<file path="src/rtl/cpu_mc_pkg.sv">
// cpu_mc_pkg: shared constants for the multi-cycle accumulator CPU.
// Contents: FSM state codes, ALU op codes, opcode constants, flag bit
// indices and a decode helper for opcodes that carry an immediate.
package cpu_mc_pkg;

  // FSM state encoding
  localparam logic [2:0] S_FETCH = 3'd0;
  localparam logic [2:0] S_IMM0  = 3'd1;
  localparam logic [2:0] S_IMM1  = 3'd2;
  localparam logic [2:0] S_MEM   = 3'd3;
  localparam logic [2:0] S_EXEC  = 3'd4;
  localparam logic [2:0] S_HALT  = 3'd5;

  // ALU operations: 0..7 mirror op[6:4] of the ALU group, 8..11 are unary on A
  localparam logic [3:0] ALU_MOV  = 4'd0;
  localparam logic [3:0] ALU_AND  = 4'd1;
  localparam logic [3:0] ALU_OR   = 4'd2;
  localparam logic [3:0] ALU_XOR  = 4'd3;
  localparam logic [3:0] ALU_ADD  = 4'd4;
  localparam logic [3:0] ALU_ADC  = 4'd5;
  localparam logic [3:0] ALU_SUB  = 4'd6;
  localparam logic [3:0] ALU_SBC  = 4'd7;
  localparam logic [3:0] ALU_INC  = 4'd8;
  localparam logic [3:0] ALU_DEC  = 4'd9;
  localparam logic [3:0] ALU_SWAP = 4'd10;
  localparam logic [3:0] ALU_REV  = 4'd11;

  // Opcodes
  localparam logic [7:0] OP_LDI  = 8'h90;
  localparam logic [7:0] OP_LD   = 8'hA0;
  localparam logic [7:0] OP_ST   = 8'hB0;
  localparam logic [7:0] OP_JP   = 8'hF0;
  localparam logic [7:0] OP_JZ   = 8'hF1;
  localparam logic [7:0] OP_JNZ  = 8'hF2;
  localparam logic [7:0] OP_JC   = 8'hF3;
  localparam logic [7:0] OP_JNC  = 8'hF4;
  localparam logic [7:0] OP_HALT = 8'hFF;

  // Bit positions in the {Z,N,C} flag vector
  localparam int unsigned FLAG_C = 0;
  localparam int unsigned FLAG_N = 1;
  localparam int unsigned FLAG_Z = 2;

  // Opcodes that read at least one immediate word after the opcode
  function automatic logic is_imm_op(input logic [7:0] op);
    case (op)
      OP_LDI, OP_LD, OP_ST, OP_JP, OP_JZ, OP_JNZ, OP_JC, OP_JNC: is_imm_op = 1'b1;
      default:                                                   is_imm_op = 1'b0;
    endcase
  endfunction

endpackage

</file>
<file path="src/rtl/cpu_mc_alu.sv">
// cpu_mc_alu: combinational ALU for cpu_mc.
// Ports: op (ALU_* code), src1/src2 operands, c_in (current carry),
//        result, flags ({Z,N,C}); C passes through for ops that keep it.
module cpu_mc_alu
  import cpu_mc_pkg::*;
#(
  parameter int unsigned DATA_W = 8
) (
  input  logic [3:0]        op,
  input  logic [DATA_W-1:0] src1,
  input  logic [DATA_W-1:0] src2,
  input  logic              c_in,
  output logic [DATA_W-1:0] result,
  output logic [2:0]        flags
);

  localparam int unsigned EXT_W = DATA_W + 1;

  logic [EXT_W-1:0] ext1;
  logic [EXT_W-1:0] ext2;
  logic [EXT_W-1:0] cin_ext;
  logic [EXT_W-1:0] bin_ext;
  logic [EXT_W-1:0] wide;
  logic             c_out;

  // Operate on DATA_W+1 bits so the top bit is carry (add) or borrow (sub)
  always_comb begin
    ext1    = {1'b0, src1};
    ext2    = {1'b0, src2};
    cin_ext = {{DATA_W{1'b0}}, c_in};
    bin_ext = {{DATA_W{1'b0}}, ~c_in};
    wide    = '0;
    c_out   = c_in;
    case (op)
      ALU_MOV: wide = ext2;
      ALU_AND: wide = ext1 & ext2;
      ALU_OR:  wide = ext1 | ext2;
      ALU_XOR: wide = ext1 ^ ext2;
      ALU_ADD: begin wide = ext1 + ext2;           c_out = wide[DATA_W];  end
      ALU_ADC: begin wide = ext1 + ext2 + cin_ext; c_out = wide[DATA_W];  end
      ALU_SUB: begin wide = ext1 - ext2;           c_out = ~wide[DATA_W]; end
      ALU_SBC: begin wide = ext1 - ext2 - bin_ext; c_out = ~wide[DATA_W]; end
      ALU_INC: wide = ext1 + EXT_W'(1);
      ALU_DEC: wide = ext1 - EXT_W'(1);
      ALU_SWAP: wide = {1'b0, src1[DATA_W/2-1:0], src1[DATA_W-1:DATA_W/2]};
      ALU_REV: begin
        for (int i = 0; i < DATA_W; i++) wide[i] = src1[DATA_W-1-i];
      end
      default: wide = '0;
    endcase
    result        = wide[DATA_W-1:0];
    flags[FLAG_Z] = (wide[DATA_W-1:0] == '0);
    flags[FLAG_N] = wide[DATA_W-1];
    flags[FLAG_C] = c_out;
  end

endmodule

</file>
<file path="src/rtl/cpu_mc.sv">
// cpu_mc: multi-cycle accumulator CPU, sole master of one memory port.
// Ports: clk, reset_n (async, active low); memory port mem_addr_out,
//        mem_data_out, mem_read, mem_write, mem_data_in, mem_done;
//        debug pc_out, flags_out ({Z,N,C}), halted.
// Optional feature: CPU_HALT_EN makes opcode 0xFF halt the core.
module cpu_mc
  import cpu_mc_pkg::*;
#(
  parameter int unsigned       DATA_W   = 8,
  parameter int unsigned       ADDR_W   = 16,
  parameter logic [ADDR_W-1:0] RESET_PC = '0
) (
  input  logic              clk,
  input  logic              reset_n,
  input  logic [DATA_W-1:0] mem_data_in,
  output logic [DATA_W-1:0] mem_data_out,
  output logic [ADDR_W-1:0] mem_addr_out,
  output logic              mem_read,
  output logic              mem_write,
  input  logic              mem_done,
  output logic [ADDR_W-1:0] pc_out,
  output logic [2:0]        flags_out,
  output logic              halted
);

  logic [2:0]        state_q, state_nx;
  logic [ADDR_W-1:0] pc_q, pc_nx;
  logic [7:0]        ir_q, ir_nx;
  logic [DATA_W-1:0] imm0_q, imm0_nx, imm1_q, imm1_nx;
  logic [DATA_W-1:0] a_q;
  logic [DATA_W-1:0] regs [8];
  logic [2:0]        flags_q;
  logic              rd_q, wr_q;
  logic [ADDR_W-1:0] addr_q;
  logic [DATA_W-1:0] wdata_q;

  logic [ADDR_W-1:0] imm_addr_nx;
  logic [DATA_W-1:0] rx_val;
  logic              rd_done, is_mem, is_unary, jump_taken;
  logic              a_we, r_we, f_we;
  logic [3:0]        alu_op;
  logic [DATA_W-1:0] alu_src1, alu_src2, alu_res;
  logic [2:0]        alu_flags;

  assign rx_val   = regs[ir_q[2:0]];
  assign rd_done  = rd_q && mem_done;
  assign is_mem   = (ir_q == OP_LD) || (ir_q == OP_ST);
  assign is_unary = (ir_q[7:2] == 6'b100000);
  // Wide data buses carry the whole address in IMM0
  assign imm_addr_nx = (DATA_W == 8) ? ADDR_W'({imm1_nx, imm0_nx}) : ADDR_W'(imm0_nx);

  // Jump condition from the current flags
  always_comb begin
    case (ir_q)
      OP_JP:   jump_taken = 1'b1;
      OP_JZ:   jump_taken = flags_q[FLAG_Z];
      OP_JNZ:  jump_taken = ~flags_q[FLAG_Z];
      OP_JC:   jump_taken = flags_q[FLAG_C];
      OP_JNC:  jump_taken = ~flags_q[FLAG_C];
      default: jump_taken = 1'b0;
    endcase
  end

  // ALU operand select; loads reuse MOV so they set Z/N and keep C
  always_comb begin
    alu_op   = ALU_MOV;
    alu_src1 = a_q;
    alu_src2 = rx_val;
    if (state_q == S_MEM) begin
      alu_src2 = mem_data_in;
    end else if (ir_q == OP_LDI) begin
      alu_src2 = imm0_q;
    end else if (is_unary) begin
      alu_op = {2'b10, ir_q[1:0]};
    end else if (!ir_q[7]) begin
      alu_op = {1'b0, ir_q[6:4]};
      if (ir_q[3]) begin
        alu_src1 = rx_val;
        alu_src2 = a_q;
      end
    end
  end

  cpu_mc_alu #(.DATA_W(DATA_W)) u_alu (
    .op     (alu_op),
    .src1   (alu_src1),
    .src2   (alu_src2),
    .c_in   (flags_q[FLAG_C]),
    .result (alu_res),
    .flags  (alu_flags)
  );

  // Next-state, PC and write-enable logic
  always_comb begin
    state_nx = state_q;
    pc_nx    = pc_q;
    ir_nx    = ir_q;
    imm0_nx  = imm0_q;
    imm1_nx  = imm1_q;
    a_we     = 1'b0;
    r_we     = 1'b0;
    f_we     = 1'b0;
    case (state_q)
      S_FETCH: if (rd_done) begin
        pc_nx = pc_q + ADDR_W'(1);
        ir_nx = mem_data_in[7:0];
        if (is_imm_op(mem_data_in[7:0])) state_nx = S_IMM0;
`ifdef CPU_HALT_EN
        else if (mem_data_in[7:0] == OP_HALT) state_nx = S_HALT;
`endif
        else state_nx = S_EXEC;
      end
      S_IMM0: if (rd_done) begin
        pc_nx   = pc_q + ADDR_W'(1);
        imm0_nx = mem_data_in;
        if (ir_q == OP_LDI)  state_nx = S_EXEC;
        else if (DATA_W > 8) state_nx = is_mem ? S_MEM : S_EXEC;
        else                 state_nx = S_IMM1;
      end
      S_IMM1: if (rd_done) begin
        pc_nx    = pc_q + ADDR_W'(1);
        imm1_nx  = mem_data_in;
        state_nx = is_mem ? S_MEM : S_EXEC;
      end
      S_MEM: if ((rd_q || wr_q) && mem_done) begin
        a_we     = (ir_q == OP_LD);
        f_we     = (ir_q == OP_LD);
        state_nx = S_FETCH;
      end
      S_EXEC: begin
        state_nx = S_FETCH;
        if (!ir_q[7]) begin
          f_we = 1'b1;
          r_we = ir_q[3];
          a_we = ~ir_q[3];
        end else if (is_unary || ir_q == OP_LDI) begin
          a_we = 1'b1;
          f_we = 1'b1;
        end else if (jump_taken) begin
          pc_nx = imm_addr_nx;
        end
      end
      S_HALT:  state_nx = S_HALT;
      default: state_nx = S_FETCH;
    endcase
  end

  // Registered bus outputs decoded from the next state
  always_ff @(posedge clk or negedge reset_n) begin
    if (!reset_n) begin
      state_q <= S_FETCH;
      pc_q    <= RESET_PC;
      ir_q    <= '0;
      imm0_q  <= '0;
      imm1_q  <= '0;
      a_q     <= '0;
      flags_q <= '0;
      rd_q    <= 1'b0;
      wr_q    <= 1'b0;
      addr_q  <= RESET_PC;
      wdata_q <= '0;
      for (int i = 0; i < 8; i++) regs[i] <= '0;
    end else begin
      state_q <= state_nx;
      pc_q    <= pc_nx;
      ir_q    <= ir_nx;
      imm0_q  <= imm0_nx;
      imm1_q  <= imm1_nx;
      if (a_we) a_q <= alu_res;
      if (r_we) regs[ir_q[2:0]] <= alu_res;
      if (f_we) flags_q <= alu_flags;
      rd_q    <= (state_nx == S_FETCH) || (state_nx == S_IMM0) || (state_nx == S_IMM1) ||
                 ((state_nx == S_MEM) && (ir_nx == OP_LD));
      wr_q    <= (state_nx == S_MEM) && (ir_nx == OP_ST);
      addr_q  <= (state_nx == S_MEM) ? imm_addr_nx : pc_nx;
      wdata_q <= a_q;
    end
  end

`ifdef CPU_HALT_EN
  logic halted_q;
  always_ff @(posedge clk or negedge reset_n) begin
    if (!reset_n) halted_q <= 1'b0;
    else          halted_q <= (state_nx == S_HALT);
  end
  assign halted = halted_q;
`else
  assign halted = 1'b0;
`endif

  assign mem_read     = rd_q;
  assign mem_write    = wr_q;
  assign mem_addr_out = addr_q;
  assign mem_data_out = wdata_q;
  assign pc_out       = pc_q;
  assign flags_out    = flags_q;

endmodule

</file>
<file path="config.mk">
export PLATFORM = sky130hd
export DESIGN_NAME = cpu_mc
export DESIGN_NICKNAME = d
export VERILOG_FILES = /design/src/rtl/cpu_mc_pkg.sv /design/src/rtl/cpu_mc_alu.sv /design/src/rtl/cpu_mc.sv
export SDC_FILE = /design/constraint.sdc
export NUM_CORES = 1
export LEC_CHECK = 0
export ABC_AREA = 0
export BUFFER_PORTS_ARGS = -buffer_cell sky130_fd_sc_hd__buf_2
export CORE_MARGIN = 5
export CORE_UTILIZATION = 44
export CTS_CLUSTER_DIAMETER = 100
export DETAILED_ROUTE_END_ITERATION = 6
export PLACE_DENSITY = 0.69
export SLEW_MARGIN = 20
export SYNTH_ARGS = -nofsm -noshare
export SYNTH_HDL_FRONTEND = slang
export SYNTH_SLANG_ARGS = --single-unit
export TNS_END_PERCENT = 30
</file>
<file path="constraint.sdc">
create_clock -name clk -period 5.9 [get_ports clk]
set_input_delay 0.59 -clock clk [delete_from_list [all_inputs] [get_ports clk]]
set_output_delay 0.59 -clock clk [all_outputs]
set_load 0.005 [all_outputs]
</file>
* Word-level counts from Yosys, hierarchy flattened *
Index checks and enable logic that the tools add are counted.

storage, ports and cells
  output and inout bits = 46
  flip-flop bits (word level) = 144
  input port bits = 11

operators by class
  reduce and logical (&&, ||, !) cells = 19
  mux-type cells = 54
  $add $sub $neg = 7
  equality and inequality tests = 38
  bitwise operators = 9
  $lt $le $gt $ge = 2

operators with widths
  kind                                                              count
  8-bit two-way mux                                                 19
  8-bit == test (second input constant)                             18
  8-bit case mux with 12 select lines                               1
  16-bit two-way mux                                                5
  64-bit bitwise mux                                                1
  16-bit case mux with 2 select lines                               1
  8-bit binary-select mux with 3-bit select                         1
  8-bit demux with 3-bit select                                     1
  3-bit two-way mux                                                 8
  16-bit by 1-bit adder with 16-bit output (second input constant)  1
  4-bit by 3-bit == test with 1-bit output (second input constant)  4
  4-bit == test (second input constant)                             4
  3-bit case mux with 5 select lines                                1
  3-bit by 2-bit == test with 1-bit output (second input constant)  4
  4-bit two-way mux                                                 3
  8-bit by 8-bit adder with 9-bit output                            1
  9-bit by 1-bit adder with 9-bit output                            1
  1-bit two-way mux                                                 9
  8-bit by 8-bit subtractor with 9-bit output                       1
  9-bit by 1-bit subtractor with 9-bit output                       1
  8-bit by 1-bit adder with 8-bit output (second input constant)    1
  8-bit bitwise AND                                                 1
  4-bit by 2-bit == test with 1-bit output (second input constant)  2
  8-bit zero test                                                   1
  other kinds (22)                                                  39

* Longest topological paths before layout *
Gate-level depths: netlist of the first run.

  depth after elaboration = 13
  mapped depth = 21
  gate-level depth less buffers = 18

* Hierarchy *
A second synthesis of the first run with hierarchy kept.

second synthesis, totals
  cells, all modules = 893
  area, all modules = 9,143.8 µm²

by module, submodules not included
  module      area an instance (µm²)  instances  cells each
  cpu_mc      6,787.8                 1          560
  cpu_mc_alu  2,356.0                 1          333

* Least setup slack after synthesis of the first run *
Ideal clock, no wire load.

  kind = flip-flop to flip-flop
  start = reg ir_q[2]
  end = reg flags_q[2], in the netlist flags_out[2]
  slack = 1,127 ps
  arrival time = 4,706 ps
  stages on the path, launching flop included = 18
  data required time = 5,833 ps
  period minus slack after synthesis = 4,773 ps
  path buffers = 2
  path through = dfrtp_1 > buf_2 > mux2i_1 > mux4_2 > a31oi_1 > inv_1 > ha_1 > fa_1 > or2_2 > a21oi_1 > xnor2_1 > a2111oi_0 > or4_1 > or4_1 > buf_2 > nor4b_2 > and4b_1 > a32o_2

between the ends
  longest elaborated chain between the ends = 13
  elaborated cells on any way between the ends = 48
  those cells by class = add/sub (6); eq/ne (14); mux (21); bitwise (4); reduce/logical (3)

ends and longest elaborated chain
  what                                                                                                   line                                source
  start, declared                                                                                        cpu_mc.sv:28                        logic [7:0] ir_q, ir_nx;
  start signal, assigned                                                                                 cpu_mc.sv:166                       ir_q <= ir_nx;
  3-bit inverter with 4-bit output (implied by the code)                                                 cpu_mc.sv:45                        assign rx_val = regs[ir_q[2:0]];
  8-bit binary-select mux with 3-bit select                                                              cpu_mc.sv:45
  8-bit two-way mux (implied by the code) (2 in a row)                                                   cpu_mc.sv:45
  8-bit two-way mux                                                                                      cpu_mc.sv:77                        if (ir_q[3]) begin
  8-bit two-way mux                                                                                      cpu_mc.sv:75                        end else if (!ir_q[7]) begin
  8-bit two-way mux                                                                                      cpu_mc.sv:73                        end else if (is_unary) begin
  8-bit two-way mux                                                                                      cpu_mc.sv:71                        end else if (ir_q == OP_LDI) begin
  8-bit two-way mux                                                                                      cpu_mc.sv:69                        if (state_q == S_MEM) begin
  8-bit by 8-bit subtractor with 9-bit output or 8-bit by 8-bit adder with 9-bit output (tied branches)  n/a
  9-bit by 1-bit subtractor with 9-bit output or 9-bit by 1-bit adder with 9-bit output (tied branches)  cpu_mc_alu.sv:42, cpu_mc_alu.sv:40
  8-bit case mux with 12 select lines                                                                    cpu_mc_alu.sv:34                    case (op)
  8-bit zero test                                                                                        cpu_mc_alu.sv:52                    flags[FLAG_Z] = (wide[DATA_W-1:0] == '0);
  end signal, assigned                                                                                   cpu_mc.sv:171                       if (f_we) flags_q <= alu_flags;
  end, declared                                                                                          cpu_mc.sv:32                        logic [2:0] flags_q;

Several ways; a longest one is shown, not always the timed one. The select of a mux whose other input is x is not followed.
A chain may end at the register's enable or synchronous reset.

* Worst setup path after layout of the first run *
Same ends and word-level chain as after synthesis.

==> results of run 1 <==
[flip-flops by register name, indices dropped and copies added, names as in the netlist, 3 cells and up]
| name | count |
|---|---|
| mem_data_out | 8 |
| regs | 64 |
| mem_addr_out | 16 |
| imm0_q | 8 |
| state_q | 3 |
| imm1_q | 8 |
| ir_q | 8 |
| a_q | 8 |
| pc_out | 16 |
| flags_out | 3 |
[stage by stage]
step / std cells / util
floorplan: 968 / -
CTS: 1306 / 0.5100
global placement: 1274 / 0.4800
global route: 1306 / 0.5100
finish: 1306 / 0.5100
detailed placement: 1274 / 0.4800
[how the worst max path moves through the flow]
| stage | cells after the start | from | slack (ps) | to |
|---|---|---|---|---|
| floorplan | 17 | ir_q[2]$_DFF_PN0_ | 1130 | flags_out[2]$_DFFE_PN0P_ |
| global placement | 14 | ir_q[2]$_DFF_PN0_ | 610 | flags_out[2]$_DFFE_PN0P_ |
| detailed placement | 14 | ir_q[2]$_DFF_PN0_ | 450 | flags_out[2]$_DFFE_PN0P_ |
| CTS | 14 | ir_q[2]$_DFF_PN0_ | 460 | flags_out[2]$_DFFE_PN0P_ |
| global route | 16 | ir_q[2]$_DFF_PN0_ | 120 | flags_out[2]$_DFFE_PN0P_ |
| finish | 15 | ir_q[2]$_DFF_PN0_ | 330 | flags_out[2]$_DFFE_PN0P_ |
[routing by layer]
layer / track usage / vias up / part of all wire
li1: - / 3632 / -
met4: 0.1085 / 0 / 0.044
met2: 0.3844 / 325 / 0.48
met3: 0.03429 / 75 / 0.069
met1: 0.3189 / 3855 / 0.41
met5: 0 / - / 0
[cell usage in the layout, fill, tap and decap left out, types with 8 or more instances in the layout]
cell	count
nand3_1	19
mux2_2	55
o22ai_1	16
nand2_1	87
nor2_1	81
nand4_1	9
mux2i_1	26
nand2b_1	12
ha_1	35
clkbuf_16	17
a21o_1	13
inv_1	48
buf_4	34
o21ai_0	50
nor2b_1	12
mux4_2	10
and2_1	9
nor3_1	27
nand3b_1	9
or2_2	11
a211oi_1	9
o211ai_1	15
buf_2	54
o221ai_1	8
a21oi_1	62
dfrtp_1	144
xnor2_1	16
a31oi_1	15
[cell type report]
class                   instances  area (sq um)  area share
clock buffers                  18         429.2     0.04145
clock inverters                14         181.4     0.01752
inverters                      49         183.9     0.01776
multi-input cells             722          5081      0.4908
flip-flops and latches        144          3603      0.3480
well taps                     270         337.8     0.03263
repair buffers                 89         536.8     0.05184
[cells by family (layout without fill, tap and decap cells)]
logic type / count (synthesis) / count (layout)
buffers and inverters: 102 / 170
and+or+nand+nor: 323 / 323
other: 1 / 1
xor gates and xnor gates: 22 / 22
DFF: 144 / 144
muxes: 91 / 91
adders and majority gates: 38 / 38
AOI/OAI and AO/OA: 247 / 247
==> metrics.cfg, run 1 <==
[drt]
vias=7887
drt-vias-per-instance=6.039
drt_iter0_drc=690
wl_microns=28170
drc_errors=0
wire_per_inst_microns=21.57
drtPass1Iterations=6
final_antenna_net_count=0

[place]
detailed_place.area_sq_mm=0.009743
dp_slack_ps=453.8
numPortBuffers=55
gp_congestion=0.9767
hpwl_microns=20980

[grt]
antenna_found_initial=0
grt_max_degree=95
grt_pass1_wl_microns=44620
grt_usage=0.2384
grt_pass1_vias=7849
grt_overflow=0

[worst_setup_path]
crit_chain=mux2i_1, mux4_2, a31oi_1, inv_1, ha_1, fa_1, or2_2, a21oi_1, xnor2_1, a2111oi_0, or4_1, or4_1, nor4b_2, and4b_1, a32o_2
r2r-end=flags_out[2]$_DFFE_PN0P_
cpPeakStageDelay_ps=700
reg2reg_depth=15
path_max_fanout=17
end_kind=register
required_ps=6260
cp-start-kind=register
crit_buf_inv=1
r2r-start=ir_q[2]$_DFF_PN0_
crit_arrival_ps=5930
rrSetupSlack_ps=330
critPathMostFrequentCell=or4_1
critPathTopFamily=simple AND/OR/NAND/NOR gates
crit_type=reg2reg
critPathSlowestCell=dfrtp_1

[logic_synthesis]
yosys-top-cells-count=dfrtp_1 (144), nand2_1 (87), nor2_1 (81)
netlist_instances=968
yosysTopAreaCellShare=0.3952
ys_ff_latch=144
synth.area.mux_share=0.1212
syn-num-nets=1017
synthArstFlopShare=1.000
synth-simple-area-share=0.1800
synth_fa_ha_area_frac=0.05461
synthTopCellsByArea=dfrtp_1 (40%), mux2_2 (6.8%), ha_1 (4.8%), nand2_1 (3.6%), a21oi_1 (3.4%)
yosys.area.top_type=dfrtp_1
synth_edf_count=0
synth_area_sq_mm=0.009119
synth_top_family_by_area=simple AND/OR/NAND/NOR gates
synth_ff_type=dfrtp_1
synth-xor-area-share=0.02113
yosysWarningCount=0
yosysUniqueCellTypes=76
yosysMostFrequentCell=dfrtp_1
synth.avg_cell_area_sq_um=9.420
synth_compound_area_frac=0.1793
ys_seq_area_frac=0.3952

[timing]
fmax_mhz=179.6
setup_ws_ps=330.8
slew_violations=0
min_period_over_period=0.9439
grt_setup_unrepaired=no
holdWs_ps=252.7
hold_viol=0
tns_ps=0
period_needed_ps=5569
max_slew.worst_pin.slew_ps=1042
setup_violations=0
relSlewSlack=0.3023
skew_ps=11.86

[finish]
area_growth_pct=13.54
stdcell_area_sq_mm=0.01035
n_antenna_cell=0
final_net_count=1072
layout-drive-gt1-share=0.2056
fillCellCount=1866

[worst_hold_path]
hold_class=in2async

[floorplanning]
start_util=0.4492
die_w_microns=154.0
fp-row-count=52
core_sq_mm=0.02030
pin_count=57
die_area_sq_mm=0.02370
die_y_microns=154.0

[clock_tree]
clkLatencyLatePin_ps=430
cts_tree=yes
cts-resized-gates=0
cts_max_level=4
hold_buffers=0
clockRootBuffer=clkbuf_16
cts.sinks=144
cts_buffers=17
clockBufferDepth=2
path_clk_slew_ps=60
post_cts_buffers=0

[status]
status=finished clean

[run]
maxCapViolCount=0

Power of run 1 is not shown: default switching activity piles up to over one toggle a cycle in this logic, so the estimate is an artifact.
==> run 2: changes to the inputs <==
--- a/config.mk
+++ b/config.mk
@@ -12,6 +12,7 @@
 export CTS_CLUSTER_DIAMETER = 100
 export DETAILED_ROUTE_END_ITERATION = 6
 export PLACE_DENSITY = 0.69
+export REMOVE_ABC_BUFFERS = 1
 export SLEW_MARGIN = 20
 export SYNTH_ARGS = -nofsm -noshare
 export SYNTH_HDL_FRONTEND = slang
==> run 2 against run 1 <==
  * Final cell count decreased by 0.54%
  * Critical path depth unchanged
  * Routed wire length decreased by 3.7%
  * Flip-flop and latch count unchanged
  * Non-clock buffer count decreased by 7
  * Clock skew decreased by 3.9 ps
  * Core utilization about the same
  * Fmax decreased by 0.60%
  * Count of clock-buffer cells in the layout increased by 1
  * Die area unchanged
  * Critical endpoint unchanged
==> metrics.cfg, run 2 (same netlist as run 1, synthesis figures left out) <==
[grt]
grt_max_degree=79  ; -17%
grt_usage=0.2295  ; -0.008892
grt_pass1_vias=7717  ; -1.7%
grt_overflow=0  ; unchanged
grt_pass1_wl_microns=43400  ; -2.7%
antenna_found_initial=0  ; unchanged

[place]
hpwl_microns=20220  ; -3.6%
numPortBuffers=55  ; unchanged
detailed_place.area_sq_mm=0.009679  ; -0.65%
dp_slack_ps=321.0  ; -132.8 ps
gp_congestion=1.022  ; +4.6%

[run]
maxCapViolCount=0  ; unchanged

[worst_setup_path]
end_kind=register
required_ps=6250  ; about the same
r2r-end=flags_out[2]$_DFFE_PN0P_
critPathSlowestCell=dfrtp_1
critPathMostFrequentCell=or4_1
critPathTopFamily=simple AND/OR/NAND/NOR gates
path_max_fanout=12  ; -5
crit_start=ir_q[2]$_DFF_PN0_
cp-start-kind=register
cpPeakStageDelay_ps=610  ; -90 ps
crit_arrival_ps=5960  ; +30 ps
path_depth=15  ; unchanged
crit_buf_inv=1  ; unchanged
rrSetupSlack_ps=300  ; -30 ps
r2r-start=ir_q[2]$_DFF_PN0_
crit_chain=mux2i_1, mux4_2, a31oi_1, inv_1, ha_1, fa_1, or2_2, a21oi_1, xnor2_1, a2111oi_0, or4_1, or4_1, nor4b_2, and4b_1, a32o_2
endpoint=flags_out[2]$_DFFE_PN0P_
reg2reg_depth=15  ; unchanged
crit_type=reg2reg

[timing]
tns_ps=0  ; unchanged
relSlewSlack=0.2665  ; -0.03585
grt_setup_unrepaired=no
max_slew.worst_pin.slew_ps=1090  ; +48.29 ps
setup_ws_ps=297.4  ; -33.40 ps
hold_viol=0  ; unchanged
skew_ps=7.968  ; -3.888 ps
slew_violations=0  ; unchanged
period_needed_ps=5603  ; +33.40 ps
fmax_mhz=178.5  ; -0.60%
min_period_over_period=0.9496  ; +0.005661
setup_violations=0  ; unchanged

[clock_tree]
clockRootBuffer=clkbuf_16
cts_max_level=4  ; unchanged
clkLatencyLatePin_ps=420  ; about the same
cts_tree=yes
cts_buffers=17  ; unchanged
clockBufferDepth=2  ; unchanged
path_clk_slew_ps=60  ; about the same
cts.sinks=144  ; unchanged
hold_buffers=0  ; unchanged

[floorplanning]
fp-row-count=52  ; unchanged
start_util=0.4492  ; unchanged
die_y_microns=154.0  ; unchanged
core_sq_mm=0.02030  ; unchanged
die_area_sq_mm=0.02370  ; unchanged
pin_count=57  ; unchanged
die_w_microns=154.0  ; unchanged

[drt]
drtPass1Iterations=6  ; unchanged
final_antenna_net_count=0  ; unchanged
drt_iter0_drc=694  ; +0.58%
drt-vias-per-instance=6.145  ; +1.8%
wire_per_inst_microns=20.88  ; -3.2%
vias=7983  ; +1.2%
wl_microns=27120  ; -3.7%
drc_errors=0  ; unchanged

[finish]
n_antenna_cell=0  ; unchanged
regMostFlops=regs
stdcell_area_sq_mm=0.01035  ; about the same
area_growth_pct=13.49  ; about the same
layout-drive-gt1-share=0.2031  ; -0.002489
fillCellCount=1838  ; -1.5%
layout_common_cells=dfrtp_1 (144), nand2_1 (87), nor2_1 (81)
final_net_count=1065  ; -0.65%
final_common_cell=dfrtp_1
largest_reg_flops=64  ; unchanged

[status]
status=finished clean

[worst_hold_path]
hold_class=in2async

==> run 2: changes by cell type in the layout (fill, tap and decap cells not counted), moves of 2 or more <==
cell,change
buf_4,-9
clkinv_2,+2
clkinv_4,-3
clkinvlp_4,+2
==> run 2: area by class of cell <==
class                           count  area, sq um  share of cell area
Sequential cell                   144         3603              0.3482
Inverter                           49        183.9             0.01777
Clock buffer                       19        442.9             0.04280
Multi-Input combinational cell    722         5104              0.4932
Timing Repair Buffer               82        516.7             0.04993
Tap cell                          270        337.8             0.03264
Clock inverter                     13        160.2             0.01548
==> run 2: stage by stage <==
step           utilization  hold slack [ps]  std cells
2_1_floorplan            -            294.4        915
3_3_place_gp        0.4765            451.9       1263
3_5_place_dp        0.4768            460.6       1263
6_report            0.5098            158.5       1299
5_1_grt             0.5098            200.2       1299
4_1_cts             0.5065            172.1       1295
==> run 2: worst min path at each step <==
| stage | endpoint | slack, ps | cells after the start |
|---|---|---|---|
| 3_5_place_dp | mem_data_out[6]$_DFF_PN0_ | 460 | 0 |
| 6_report | regs[8]$_DFFE_PN0P_ | 160 | 1 |
| 5_1_grt | regs[27]$_DFFE_PN0P_ | 200 | 1 |
| 4_1_cts | regs[37]$_DFFE_PN0P_ | 170 | 1 |
| 2_1_floorplan | a_q[0]$_DFFE_PN0P_ | 290 | 0 |
| 3_3_place_gp | mem_data_out[6]$_DFF_PN0_ | 450 | 0 |
==> run 2: layer usage <==
layer	global-route usage	up-vias	part of all wire
met5	0	-	0
met4	0.1056	0	0.047
met3	0.03935	78	0.075
met2	0.3542	414	0.45
met1	0.3162	3873	0.42
li1	-	3618	-
==> run 2: worst reg2reg max path, delay by kind of cell, from the launching register on <==
| kind | cells | cell delay (ps) |
|---|---|---|
| adder cells (fa/ha/maj) | 2 | 750 |
| flip-flops | 1 | 610 |
| AND/OR/NAND/NOR | 5 | 2030 |
| multiplexers | 2 | 660 |
| XOR/XNOR | 1 | 210 |
| buffers and inverters | 1 | 210 |
| AO/OA/AOI/OAI | 4 | 1070 |
==> run 2: what timing repair did <==
item | 4_1_cts | 5_1_grt
setup buffers | 0 | 3
hold endpoints to repair | 0 | 0
gates resized for setup | 0 | 1
setup endpoints to repair | 0 | 7
Power of run 2 is left out for the same reason.
==> run 3: changes to the inputs <==
--- a/config.mk
+++ b/config.mk
@@ -11,7 +11,7 @@
 export CORE_UTILIZATION = 44
 export CTS_CLUSTER_DIAMETER = 100
 export DETAILED_ROUTE_END_ITERATION = 6
-export PLACE_DENSITY = 0.69
+export PLACE_DENSITY = 0.58
 export REMOVE_ABC_BUFFERS = 1
 export SLEW_MARGIN = 20
 export SYNTH_ARGS = -nofsm -noshare
==> run 3 against run 2 <==
  * Flip-flop and latch count is the same
  * Highest routed layer unchanged
  * Register-to-register slack better by 40 ps
  * Critical endpoint unchanged
  * First-iteration DRC count decreased by 2.2%
  * Die area unchanged
==> metrics.cfg, run 3 (same netlist as run 1, synthesis figures left out) <==
[timing]
hold_viol=0  ; unchanged
slew_violations=0  ; unchanged
holdWs_ps=217.3  ; +58.85 ps
relSlewSlack=0.4070  ; +0.1405
grt_setup_unrepaired=no
skew_ps=14.97  ; +7.004 ps
setup_violations=0  ; unchanged
period_needed_ps=5567  ; -35.17 ps
tns_ps=0  ; unchanged
min_period_over_period=0.9436  ; -0.005961
fmax_mhz=179.6  ; +0.63%
max_slew.worst_pin.slew_ps=885.4  ; -204.9 ps

[drt]
drtPass1Iterations=5  ; -1
drt-vias-per-instance=6.006  ; -2.3%
wire_per_inst_microns=21.48  ; +2.9%
drc_errors=0  ; unchanged
drt_iter0_drc=679  ; -2.2%
final_antenna_net_count=0  ; unchanged
vias=7796  ; -2.3%
wl_microns=27880  ; +2.8%

[worst_setup_path]
critPathSlowestCell=or4_1
crit_chain=nor3b_4, and4_1, nor3_1, a211oi_1, inv_1, ha_1, buf_4, or2_2, a211o_1, a211oi_1, nand2b_1, mux2i_1, or4_1, and4b_1, a32o_2
crit_start=ir_q[3]$_DFF_PN0_
r2r-start=ir_q[3]$_DFF_PN0_
rrSetupSlack_ps=330  ; +40 ps
endpoint=flags_out[2]$_DFFE_PN0P_
end_kind=register
crit_arrival_ps=5930  ; -30 ps
path_max_fanout=12  ; unchanged
reg2reg_depth=15  ; unchanged
cpPeakStageDelay_ps=710  ; +100 ps
cp-start-kind=register
required_ps=6260  ; about the same
r2r-end=flags_out[2]$_DFFE_PN0P_
crit_type=reg2reg
critPathMostFrequentCell=a211oi_1

[place]
gp_congestion=0.9712  ; -5.0%
numPortBuffers=55  ; unchanged
hpwl_microns=20490  ; +1.3%

[finish]
area_growth_pct=13.32
regMostFlops=regs
final_net_count=1064  ; -0.094%
fillCellCount=1908  ; +3.8%
layout_common_cells=dfrtp_1 (143), nand2_1 (87), nor2_1 (80)
n_antenna_cell=0  ; unchanged
layout-drive-gt1-share=0.2043  ; +0.001170
final_common_cell=dfrtp_1
final_util=0.5091  ; -0.0007390
largest_reg_flops=64  ; unchanged

[floorplanning]
core_sq_mm=0.02030  ; unchanged
start_util=0.4492  ; unchanged
die_area_sq_mm=0.02370  ; unchanged
fp-row-count=52  ; unchanged
die_w_microns=154.0  ; unchanged
die_y_microns=154.0  ; unchanged
pin_count=57  ; unchanged

[clock_tree]
clockRootBuffer=clkbuf_16
cts_tree=yes
clkLatencyLatePin_ps=430  ; about the same
cts.sinks=144  ; unchanged
cts_max_level=4  ; unchanged
path_clk_slew_ps=60  ; about the same
cts_buffers=17  ; unchanged
clockBufferDepth=2  ; unchanged

[grt]
grt_pass1_wl_microns=44180  ; +1.8%
grt_overflow=0  ; unchanged
grt_max_degree=85  ; +7.6%
grt_pass1_vias=7572  ; -1.9%
antenna_found_initial=0  ; unchanged
grt_usage=0.2367  ; +0.007249

[status]
status=finished clean

[run]
maxCapViolCount=0  ; unchanged

[worst_hold_path]
hold_class=in2async

-- run 3: cell types whose count changed in the layout (fill, tap and decap cells not counted), sizes merged --
cell,previous run,this run
clkinvlp,5,3
clkbuf,19,21
buf,82,81
-- run 3: cell type report --
class	count	area [sq um]	share of cell area
Clock buffer	21	470.5	0.04553
Timing Repair Buffer	81	476.7	0.04613
Clock inverter	11	152.6	0.01477
Inverter	49	183.9	0.01780
Sequential cell	144	3605	0.3488
Multi-Input combinational cell	722	5107	0.4942
Tap cell	270	337.8	0.03269
-- run 3: worst min-delay path by stage --
stage | start | end | slack (ps) | cells after the start
6_report | reset_n | regs[13]$_DFFE_PN0P_ | 220 | 1
3_5_place_dp | regs[8]$_DFFE_PN0P_ | regs[8]$_DFFE_PN0P_ | 470 | 2
2_1_floorplan | reset_n | a_q[0]$_DFFE_PN0P_ | 290 | 0
3_3_place_gp | regs[8]$_DFFE_PN0P_ | regs[8]$_DFFE_PN0P_ | 460 | 2
5_1_grt | reset_n | regs[29]$_DFFE_PN0P_ | 270 | 1
4_1_cts | reset_n | regs[13]$_DFFE_PN0P_ | 230 | 1
-- run 3: routing by layer --
metal / wire, microns / part of all wire / track usage
met2: 12450 / 0.45 / 0.3636
met4: 1036 / 0.037 / 0.08957
met1: 12570 / 0.45 / 0.3347
met3: 1815 / 0.065 / 0.04216
met5: 0 / 0 / 0
-- run 3: critical path: cells and delay by family (launching register included) --
kind            cells  cell delay [ps]
simple gates        7             2560
compound gates      4             1660
flops               1              440
fa+ha+maj           1              390
buf+inv             2              350
mux                 1               80
-- run 3: stage by stage --
step           std cells  worst slack (ps)  area (sq um)
2_1_floorplan        915             767.0          8864
3_3_place_gp        1266             331.0          9683
3_5_place_dp        1266             180.5          9696
4_1_cts             1298             167.8         10320
5_1_grt             1298             142.3         10330
6_report            1298             332.6         10330
-- run 3: what timing repair did --
item / in CTS / in global routing
hold buffers: 0 / 0
buffers inserted: 0 / 0
gates resized for setup: 0 / 1
endpoints found under the setup margin: 0 / 7
Power of run 3 is left out for the same reason.
